<file path="src/rtl/rcv_bit_timer.sv">
// Receive bit-timing controller: start-bit validation, mid-bit data strobes, frame completion.
// Optional stop-bit framing check enabled by defining RCV_BIT_TIMER_FRAMING_CHECK_EN.
module rcv_bit_timer #(
  parameter int CLKS_PER_BIT = 10,
  parameter int CLK_CNT_BITS = 4,
  parameter int DATA_BITS    = 8,
  parameter int IDX_BITS     = 3
) (
  input  logic                clk,
  input  logic                n_rst,
  input  logic                start,
  input  logic                serial_in,
  output logic                busy,
  output logic                shift_strobe,
  output logic [IDX_BITS-1:0] bit_index,
  output logic                packet_done,
  output logic                framing_error
);

  localparam int HALF = CLKS_PER_BIT / 2;
  localparam logic [CLK_CNT_BITS-1:0] C_HALF = CLK_CNT_BITS'(HALF);
  localparam logic [CLK_CNT_BITS-1:0] C_CPB  = CLK_CNT_BITS'(CLKS_PER_BIT);
  localparam logic [CLK_CNT_BITS-1:0] C_ONE  = CLK_CNT_BITS'(1);
  localparam logic [IDX_BITS-1:0]     C_LAST = IDX_BITS'(DATA_BITS - 1);

  if (CLKS_PER_BIT >= (1 << CLK_CNT_BITS) || CLKS_PER_BIT < 4) begin : g_bad_cpb
    $error("rcv_bit_timer: CLKS_PER_BIT must be in 4..2^CLK_CNT_BITS-1");
  end
  if (DATA_BITS < 1 || DATA_BITS > (1 << IDX_BITS)) begin : g_bad_db
    $error("rcv_bit_timer: DATA_BITS must be in 1..2^IDX_BITS");
  end

  typedef enum logic [2:0] {
    S_IDLE,
    S_START,
    S_DATA,
    S_STOP,
    S_DONE
  } state_t;

  state_t                  r_state;
  logic [CLK_CNT_BITS-1:0] r_clk_cnt;
  logic [IDX_BITS-1:0]     r_bit_cnt;

  state_t                  w_state_nxt;
  logic [CLK_CNT_BITS-1:0] w_clk_cnt_nxt;
  logic [IDX_BITS-1:0]     w_bit_cnt_nxt;
  logic                    w_clk_wrap;
  logic                    w_clk_half;
  logic [CLK_CNT_BITS-1:0] w_clk_inc;

  assign w_clk_wrap = (r_clk_cnt == C_CPB);
  assign w_clk_half = (r_clk_cnt == C_HALF);
  // Clock counter runs 1..CLKS_PER_BIT and wraps back to 1.
  assign w_clk_inc  = w_clk_wrap ? C_ONE : r_clk_cnt + 1'b1;

  always_ff @(posedge clk) begin
    if (!n_rst) begin
      r_state   <= S_IDLE;
      r_clk_cnt <= '0;
      r_bit_cnt <= '0;
    end else begin
      r_state   <= w_state_nxt;
      r_clk_cnt <= w_clk_cnt_nxt;
      r_bit_cnt <= w_bit_cnt_nxt;
    end
  end

  always_comb begin
    w_state_nxt   = r_state;
    w_clk_cnt_nxt = r_clk_cnt;
    w_bit_cnt_nxt = r_bit_cnt;
    case (r_state)
      S_IDLE: begin
        w_clk_cnt_nxt = '0;
        w_bit_cnt_nxt = '0;
        if (start) begin
          w_state_nxt   = S_START;
          w_clk_cnt_nxt = C_ONE;
        end
      end
      S_START: begin
        w_clk_cnt_nxt = w_clk_inc;
        if (w_clk_half && serial_in) begin
          w_state_nxt   = S_IDLE;
          w_clk_cnt_nxt = '0;
          w_bit_cnt_nxt = '0;
        end else if (w_clk_wrap) begin
          w_state_nxt   = S_DATA;
          w_bit_cnt_nxt = '0;
        end
      end
      S_DATA: begin
        w_clk_cnt_nxt = w_clk_inc;
        if (w_clk_wrap) begin
          if (r_bit_cnt == C_LAST) begin
            w_state_nxt = S_STOP;
          end else begin
            w_bit_cnt_nxt = r_bit_cnt + 1'b1;
          end
        end
      end
      S_STOP: begin
        // Completion is declared at mid stop bit; the tail is not waited out.
        w_clk_cnt_nxt = w_clk_inc;
        w_bit_cnt_nxt = '0;
        if (w_clk_half) begin
          w_state_nxt   = S_DONE;
          w_clk_cnt_nxt = '0;
        end
      end
      S_DONE: begin
        w_state_nxt   = S_IDLE;
        w_clk_cnt_nxt = '0;
        w_bit_cnt_nxt = '0;
      end
      default: begin
        w_state_nxt   = S_IDLE;
        w_clk_cnt_nxt = '0;
        w_bit_cnt_nxt = '0;
      end
    endcase
  end

  assign busy         = (r_state != S_IDLE);
  assign shift_strobe = (r_state == S_DATA) && w_clk_half;
  assign bit_index    = (r_state == S_DATA) ? r_bit_cnt : '0;
  assign packet_done  = (r_state == S_DONE);

`ifdef RCV_BIT_TIMER_FRAMING_CHECK_EN
  logic r_framing_error;

  always_ff @(posedge clk) begin
    if (!n_rst) begin
      r_framing_error <= 1'b0;
    end else if (r_state == S_IDLE && start) begin
      r_framing_error <= 1'b0;
    end else if (r_state == S_STOP && w_clk_half) begin
      r_framing_error <= ~serial_in;
    end
  end

  assign framing_error = r_framing_error;
`else
  assign framing_error = 1'b0;
`endif

endmodule

</file>
<file path="config.mk">
export PLATFORM = sky130hd
export DESIGN_NAME = rcv_bit_timer
export DESIGN_NICKNAME = d
export VERILOG_FILES = /design/src/rtl/rcv_bit_timer.sv
export SDC_FILE = /design/constraint.sdc
export NUM_CORES = 1
export LEC_CHECK = 0
export BUFFER_PORTS_ARGS = -buffer_cell sky130_fd_sc_hd__buf_2
export CAP_MARGIN = 20
export CORE_MARGIN = 5
export CORE_UTILIZATION = 53
export DETAILED_ROUTE_END_ITERATION = 7
export HOLD_SLACK_MARGIN = 0.05
export PLACE_DENSITY_LB_ADDON = 0.2
export SETUP_SLACK_MARGIN = 0.5
export SLEW_MARGIN = 20
export SYNTH_ARGS = -nofsm -noshare
export SYNTH_HDL_FRONTEND = slang
export SYNTH_SLANG_ARGS = --single-unit
</file>
<file path="constraint.sdc">
create_clock -name clk -period 1.36 [get_ports clk]
set_input_delay 0 -clock clk [delete_from_list [all_inputs] [get_ports clk]]
set_output_delay 0 -clock clk [all_outputs]
set_load 0.005 [all_outputs]
</file>
==> flow_results.xml, run 1 <==
<?xml version="1.0" encoding="UTF-8"?>
<metrics>
  <group name="status">
    <metric name="status" unit="">finished, final reports clean</metric>
  </group>
  <group name="drt">
    <metric name="drt-total-wl" unit="um">2210</metric>
    <metric name="drt_first_iter_violations" unit="">16</metric>
    <metric name="detail_route.drc_violations" unit="">0</metric>
    <metric name="drt-vias-per-instance" unit="">5.88</metric>
    <metric name="length_of_the_first_detailed_routing_pass_in_iterations" unit="">5</metric>
    <metric name="route.detailed.wl_per_inst" unit="um">17.7</metric>
    <metric name="ant_nets" unit="">0</metric>
    <metric name="vias" unit="">735</metric>
  </group>
  <group name="die">
    <metric name="placeableCoreArea" unit="um^2">1300</metric>
    <metric name="die_area" unit="um^2">2200</metric>
    <metric name="start_util" unit="">0.555</metric>
    <metric name="chipHeight" unit="um">46.9</metric>
    <metric name="io_pins" unit="">11</metric>
    <metric name="chipWidth" unit="um">46.9</metric>
    <metric name="num_rows" unit="">13</metric>
  </group>
  <group name="global_routing">
    <metric name="antenna_violations_before_repair" unit="">0</metric>
    <metric name="grt_first_pass_wirelength" unit="um">3140</metric>
    <metric name="grt_start_max_net_pins" unit="">13</metric>
    <metric name="global_route.overflow_total" unit="">0</metric>
    <metric name="grt_use_total" unit="">0.203</metric>
    <metric name="via_count_of_the_first_global_routing_pass" unit="">690</metric>
  </group>
  <group name="hold_path">
    <metric name="hp-class" unit="">in -&gt; reg</metric>
    <metric name="hold_start" unit="">serial_in</metric>
  </group>
  <group name="cts">
    <metric name="clock_tree_from_tritoncts" unit="">done</metric>
    <metric name="cts_buffers" unit="">3</metric>
    <metric name="clk-insertion-delay-late" unit="ns">0.29</metric>
    <metric name="cts-root-buf" unit="">clkbuf_4</metric>
    <metric name="clock_tree.htree_level_count" unit="">1</metric>
    <metric name="cts_max_path_buffers" unit="">2</metric>
    <metric name="clkSlewWorstSetupHoldPaths" unit="ns">0.07</metric>
    <metric name="clock_sink_count" unit="">10</metric>
  </group>
  <group name="synth">
    <metric name="post_synth_instance_area" unit="um^2">722</metric>
    <metric name="seq_area_frac_synth" unit="">0.277</metric>
    <metric name="dominantRegCellSynth" unit="">dfxtp_1</metric>
    <metric name="asyncSetResetFlopFracSynth" unit="">0</metric>
    <metric name="ys_ff_latch" unit="">10</metric>
    <metric name="mappedNetlistNets" unit="">85</metric>
    <metric name="synth_cell_types" unit="">37</metric>
    <metric name="syn-instance-count" unit="">79</metric>
    <metric name="syn-mean-instance-area" unit="um^2">9.14</metric>
    <metric name="yosysWarnings" unit="">0</metric>
    <metric name="synth_edf_count" unit="">0</metric>
  </group>
  <group name="final_layout">
    <metric name="final_antenna_diode_count" unit="">0</metric>
    <metric name="fin_nets" unit="">117</metric>
    <metric name="area.growth.synth_to_final" unit="%">56.2</metric>
    <metric name="layout_cell_share_with_drive_strength_beyond_1" unit="">0.600</metric>
    <metric name="register_area" unit="um^2">229</metric>
    <metric name="n_fill_cell" unit="">68</metric>
    <metric name="multi_input_area" unit="um^2">571</metric>
    <metric name="layout.cell_area.non_filler" unit="um^2">1130</metric>
  </group>
  <group name="setup_path">
    <metric name="path_max_fanout" unit="">4</metric>
    <metric name="timing.critical_path.to_type" unit="">output port</metric>
    <metric name="criticalPathCategory" unit="">reg -&gt; out</metric>
    <metric name="crit_chain" unit="">nand4bb_4 &gt; nor4b_2 &gt; buf_2</metric>
    <metric name="startpoint" unit="">r_clk_cnt[1]</metric>
    <metric name="critical_path_required" unit="ns">1.36</metric>
    <metric name="timing.critical_path.arrival" unit="ns">1.28</metric>
    <metric name="start_kind" unit="">flip-flop</metric>
    <metric name="critical_path.reg2reg.startpoint" unit="">r_bit_cnt[1]</metric>
    <metric name="critPathSlowestCell" unit="">dfxtp_4</metric>
    <metric name="max_stage_delay" unit="ns">0.34</metric>
  </group>
  <group name="power">
    <metric name="peakVddDrop" unit="uV">629</metric>
    <metric name="share_clk_of_total_power" unit="">0.371</metric>
    <metric name="total_switching_power" unit="uW">228</metric>
    <metric name="p_leak" unit="nW">0.412</metric>
    <metric name="p_total" unit="uW">779</metric>
    <metric name="pwr_density_cell" unit="nW/um^2">691</metric>
    <metric name="power.combinational.fraction" unit="">0.218</metric>
    <metric name="seq_power_share" unit="">0.411</metric>
    <metric name="power.switching_fraction" unit="">0.293</metric>
    <metric name="power.internal" unit="uW">551</metric>
  </group>
  <group name="place">
    <metric name="placement.cell_area" unit="um^2">808</metric>
    <metric name="routabilityCongestion" unit="">0.755</metric>
    <metric name="port_buffers" unit="">9</metric>
    <metric name="dp.final_hpwl" unit="um">1020</metric>
  </group>
  <group name="timing">
    <metric name="clock-skew-final" unit="ns">0.00244</metric>
    <metric name="grt_setup_unrepaired" unit="">yes</metric>
    <metric name="report.final.setup_viol" unit="">0</metric>
    <metric name="fin_crit_sh" unit="">0.944</metric>
    <metric name="slew_violations" unit="">0</metric>
    <metric name="highest_clock_rate" unit="GHz">0.779</metric>
    <metric name="finalSetupTns" unit="ns">0</metric>
    <metric name="finalHoldViolations" unit="">0</metric>
    <metric name="fin_crit" unit="ns">1.28</metric>
  </group>
  <group name="run">
    <metric name="total_of_max_cap_violations" unit="">0</metric>
  </group>
</metrics>
[area by class of cell]
type                            instances  share of cell area
Multi-Input combinational cell         56               0.506
Timing Repair Buffer                   32               0.215
Sequential cell                        10               0.203
Clock buffer                            4              0.0322
Inverter                                8              0.0266
Tap cell                               15              0.0166
[final timing paths]
check	end	slack, ns	cells after the start
max	shift_strobe	0.08	3
max reg2reg	r_state[0]	0.10	5
min reg2reg	r_state[2]	0.53	2
min	r_clk_cnt[2]	0.09	4
[power by group through the flow]
stage               sequential (mW)  clock, mW  combinational (mW)
global placement              0.329          0              0.0933
floorplan                     0.314          0               0.102
CTS                           0.320      0.285               0.155
detailed placement            0.330          0              0.0948
global route                  0.323      0.310               0.179
finish                        0.320      0.289               0.170
[metal layers]
layer  global-route usage  up-vias  wire, um
met5                    0        -         0
met3               0.0307        9       114
met4                0.105        0        67
li1                     -      359         -
met2                0.339       24      1080
met1                0.251      343       945
[layout by cell type (no fill, tap or decap), types with 2 or more instances in the layout]
master	n
ha_4	2
nor3b_4	2
o211ai_1	8
buf_2	9
a21oi_1	3
buf_6	6
nand4_1	3
o21ai_1	3
nor2_2	2
dfxtp_4	7
nand4bb_4	2
inv_1	8
and4bb_2	2
o21ai_4	2
dfxtp_2	2
clkbuf_4	3
buf_4	16
and2_1	3
[flip-flops by register name, summed over array words and instances (netlist names)]
| name | flops |
|---|---|
| r_bit_cnt | 3 |
| r_clk_cnt | 4 |
| r_state | 3 |
[worst max-delay path: cells and delay by family (launching register included)]
family / cells / cell delay, ns
simple gates: 2 / 0.49
buf+inv: 1 / 0.16
flops: 1 / 0.34
[Yosys cell counts, drive strengths merged (2+ instances only)]
master	n	area (um^2)
buf	4	31.3
nor3b	3	33.8
and2	3	18.8
inv	8	30.0
nand4bb	2	43.8
dfxtp	10	200
a21oi	4	20.0
o211ai	8	60.1
and2b	2	17.5
o21ai	6	30.0
nand4	3	18.8
nor2	3	11.3
and4bb	3	37.5
ha	2	25.0
[what timing repair did]
action,in CTS,in global routing
resized for setup,23,7
hold buffers,1,0
hold endpoints to repair,2,0
setup buffers,15,5
setup endpoints to repair,16,16
pin swaps,12,7
[through the flow]
stage / worst slack [ns] / std cells / utilization / hold WS (ns)
after detailed placement: 0.132 / 100 / 0.621 / 0.276
after global routing: 0.0352 / 125 / 0.866 / 0.103
after global placement: 0.147 / 100 / 0.621 / 0.274
after floorplan: 0.174 / 79 / - / 0.169
after CTS: 0.0866 / 120 / 0.821 / 0.0955
final: 0.0760 / 125 / 0.866 / 0.0926
[logic make-up (layout without fill, tap and decap cells)]
group,Yosys count,count (layout),share of synthesized area
adder cells (fa/ha/maj),2,2,0.0347
other,1,1,0.00519
AO/OA/AOI/OAI,24,24,0.231
multiplexers,1,1,0.0139
XOR/XNOR,1,1,0.0121
buffers and inverters,13,44,0.104
flip-flops,10,10,0.277
AND/OR/NAND/NOR,27,27,0.322
Power figures use the tool's default switching activity.
==> inputs of run 2 (changes only) <==
CELL_PAD_IN_SITES_DETAIL_PLACEMENT = 0   (was unset)
CELL_PAD_IN_SITES_GLOBAL_PLACEMENT = 1   (was unset)
CORE_UTILIZATION = 41   (was 53)
==> run 2 against run 1 <==
Worst hold slack worse by 0.033 ns; cell count up 7.2%; non-clock buffer count down 1; count of clock-buffer cells in the layout down 1; critical path depth up 2.
==> flow_results.xml, run 2 (synthesis gave the netlist of run 1 again) <==
<?xml version="1.0" encoding="UTF-8"?>
<metrics>
  <group name="drt">
    <metric name="vias" unit="">720</metric>
    <metric name="wl_met3" unit="um">114</metric>
    <metric name="length_of_the_first_detailed_routing_pass_in_iterations" unit="">4</metric>
    <metric name="ant_nets" unit="">0</metric>
    <metric name="route.detailed.wl_per_inst" unit="um">14.8</metric>
    <metric name="route.top_layer_used" unit="">met4</metric>
    <metric name="drt-vias-per-instance" unit="">5.37</metric>
    <metric name="routed-wl-met2" unit="um">943</metric>
    <metric name="drt_first_iter_violations" unit="">18</metric>
    <metric name="drt-total-wl" unit="um">1980</metric>
    <metric name="detail_route.drc_violations" unit="">0</metric>
    <metric name="detail_route.wirelength.met1" unit="um">898</metric>
  </group>
  <group name="final_layout">
    <metric name="final_antenna_diode_count" unit="">0</metric>
    <metric name="fin_nets" unit="">116</metric>
    <metric name="area.growth.synth_to_final" unit="%">53.9</metric>
    <metric name="largest_reg_flops" unit="">4</metric>
    <metric name="reg_top3" unit="">r_clk_cnt (4), r_bit_cnt (3), r_state (3)</metric>
    <metric name="top_register" unit="">r_clk_cnt</metric>
    <metric name="layout_cell_share_with_drive_strength_beyond_1" unit="">0.541</metric>
    <metric name="final_cell_mix" unit="">13 x buf_4, 9 x buf_2</metric>
    <metric name="n_fill_cell" unit="">138</metric>
    <metric name="layout_commonest_cell" unit="">buf_4</metric>
  </group>
  <group name="power">
    <metric name="p_leak" unit="nW">0.406</metric>
    <metric name="total_switching_power" unit="uW">213</metric>
    <metric name="power.internal" unit="uW">505</metric>
    <metric name="pwr_density_cell" unit="nW/um^2">647</metric>
    <metric name="power.combinational.fraction" unit="">0.259</metric>
    <metric name="seq_power_share" unit="">0.437</metric>
    <metric name="share_clk_of_total_power" unit="">0.304</metric>
    <metric name="peakVddDrop" unit="uV">528</metric>
    <metric name="power.switching_fraction" unit="">0.297</metric>
  </group>
  <group name="timing">
    <metric name="clock-skew-final" unit="ns">0.0113</metric>
    <metric name="finalHoldViolations" unit="">0</metric>
    <metric name="finalSetupTns" unit="ns">0</metric>
    <metric name="slew_violations" unit="">0</metric>
    <metric name="fin_crit" unit="ns">1.30</metric>
    <metric name="fin_ws" unit="ns">0.0649</metric>
    <metric name="grt_setup_unrepaired" unit="">yes</metric>
    <metric name="highest_clock_rate" unit="GHz">0.772</metric>
    <metric name="fin_crit_sh" unit="">0.952</metric>
    <metric name="report.final.setup_viol" unit="">0</metric>
  </group>
  <group name="cts">
    <metric name="cts_buffers" unit="">3</metric>
    <metric name="cts-root-buf" unit="">clkbuf_4</metric>
    <metric name="clock_sink_count" unit="">10</metric>
    <metric name="clk-insertion-delay-late" unit="ns">0.27</metric>
    <metric name="clock_tree.htree_level_count" unit="">1</metric>
    <metric name="clkSlewWorstSetupHoldPaths" unit="ns">0.08</metric>
    <metric name="clock_tree_from_tritoncts" unit="">done</metric>
    <metric name="cts_max_path_buffers" unit="">2</metric>
  </group>
  <group name="global_routing">
    <metric name="via_count_of_the_first_global_routing_pass" unit="">730</metric>
    <metric name="grt_first_pass_wirelength" unit="um">3500</metric>
    <metric name="antenna_violations_before_repair" unit="">0</metric>
    <metric name="grt_use_total" unit="">0.170</metric>
    <metric name="grt_start_max_net_pins" unit="">13</metric>
    <metric name="global_route.overflow_total" unit="">0</metric>
  </group>
  <group name="hold_path">
    <metric name="hp-class" unit="">in -&gt; reg</metric>
  </group>
  <group name="setup_path">
    <metric name="max_stage_delay" unit="ns">0.35</metric>
    <metric name="timing.critical_path.to_type" unit="">flip-flop</metric>
    <metric name="start_kind" unit="">flip-flop</metric>
    <metric name="path_max_fanout" unit="">5</metric>
    <metric name="critical_path_required" unit="ns">1.51</metric>
    <metric name="criticalPathCategory" unit="">reg -&gt; reg</metric>
    <metric name="critPathSlowestCell" unit="">dfxtp_4</metric>
    <metric name="crit_chain" unit="">ha_4 &gt; ha_4 &gt; and4bb_1 &gt; o211ai_1 &gt; a22oi_1</metric>
    <metric name="timing.critical_path.arrival" unit="ns">1.45</metric>
    <metric name="worst_path_most_repeated_cell" unit="">ha_4</metric>
  </group>
  <group name="place">
    <metric name="port_buffers" unit="">9</metric>
    <metric name="routabilityCongestion" unit="">0.669</metric>
    <metric name="pre_cts_slack" unit="ns">0.120</metric>
    <metric name="dp.final_hpwl" unit="um">1110</metric>
  </group>
  <group name="die">
    <metric name="num_rows" unit="">15</metric>
    <metric name="die_area" unit="um^2">2700</metric>
    <metric name="placeableCoreArea" unit="um^2">1710</metric>
    <metric name="io_pins" unit="">11</metric>
    <metric name="start_util" unit="">0.423</metric>
    <metric name="chipHeight" unit="um">52.0</metric>
    <metric name="chipWidth" unit="um">52.0</metric>
  </group>
  <group name="run">
    <metric name="total_of_max_cap_violations" unit="">0</metric>
  </group>
  <group name="status">
    <metric name="status" unit="">finished, final reports clean</metric>
  </group>
</metrics>
==> run 2: cell types whose count changed in the layout (fill, tap and decap cells not counted), sizes merged <==
cell,previous run,this run
clkbuf,4,3
buf,31,30
clkinv,0,1
==> run 2: timing repair <==
action,in CTS,in global routing
pin swaps,13,7
hold buffers,1,0
resized for setup,24,4
setup buffers,15,4
hold endpoints to repair,2,0
setup endpoints to repair,16,16
==> run 2: worst paths after layout <==
| path | start | end | slack, ns | cells past startpoint |
|---|---|---|---|---|
| worst min register to register | r_bit_cnt[2] | r_bit_cnt[2] | 0.56 | 2 |
| worst max register to register | r_bit_cnt[0] | r_state[0] | 0.06 | 5 |
| worst max-delay path | r_bit_cnt[0] | r_state[0] | 0.06 | 5 |
| worst min-delay path | serial_in | r_clk_cnt[2] | 0.06 | 4 |
==> run 2: power by group through the flow <==
stage | Sequential [mW] | Combinational (mW) | Clock (mW)
6_report | 0.314 | 0.186 | 0.218
5_1_grt | 0.315 | 0.200 | 0.249
4_1_cts | 0.317 | 0.149 | 0.227
3_5_place_dp | 0.332 | 0.0862 | 0
3_3_place_gp | 0.332 | 0.0863 | 0
2_1_floorplan | 0.314 | 0.102 | 0
==> run 2: cell type report <==
class                      instances  area, um^2  share of cell area
clock inverter                     1        3.75             0.00338
clock buffer                       3        22.5              0.0203
timing repair buffer              31         243               0.218
multi-input combinational         56         549               0.494
tap                               25        31.3              0.0282
sequential                        10         231               0.208
inverter                           8        30.0              0.0270
==> run 2: worst max-delay path, delay by kind of cell, from the launching register on <==
family | cells | cell delay [ns]
flops | 1 | 0.35
compound gates | 2 | 0.32
fa+ha+maj | 2 | 0.33
simple gates | 1 | 0.19
==> run 2: stage by stage <==
step / total power, mW / cells / hold slack (ns) / instance area (um^2) / util
after floorplan: 0.417 / 79 / 0.169 / 785 / -
after global placement: 0.419 / 110 / 0.273 / 821 / 0.481
after detailed placement: 0.419 / 110 / 0.278 / 821 / 0.481
after CTS: 0.693 / 130 / 0.0607 / 1060 / 0.621
after global routing: 0.765 / 134 / 0.104 / 1110 / 0.651
final: 0.718 / 134 / 0.0597 / 1110 / 0.651
==> run 2: metal layers <==
layer,vias up,track usage
met5,-,0
met4,0,0.0437
met3,4,0.0573
met2,26,0.274
met1,332,0.214
li1,358,-
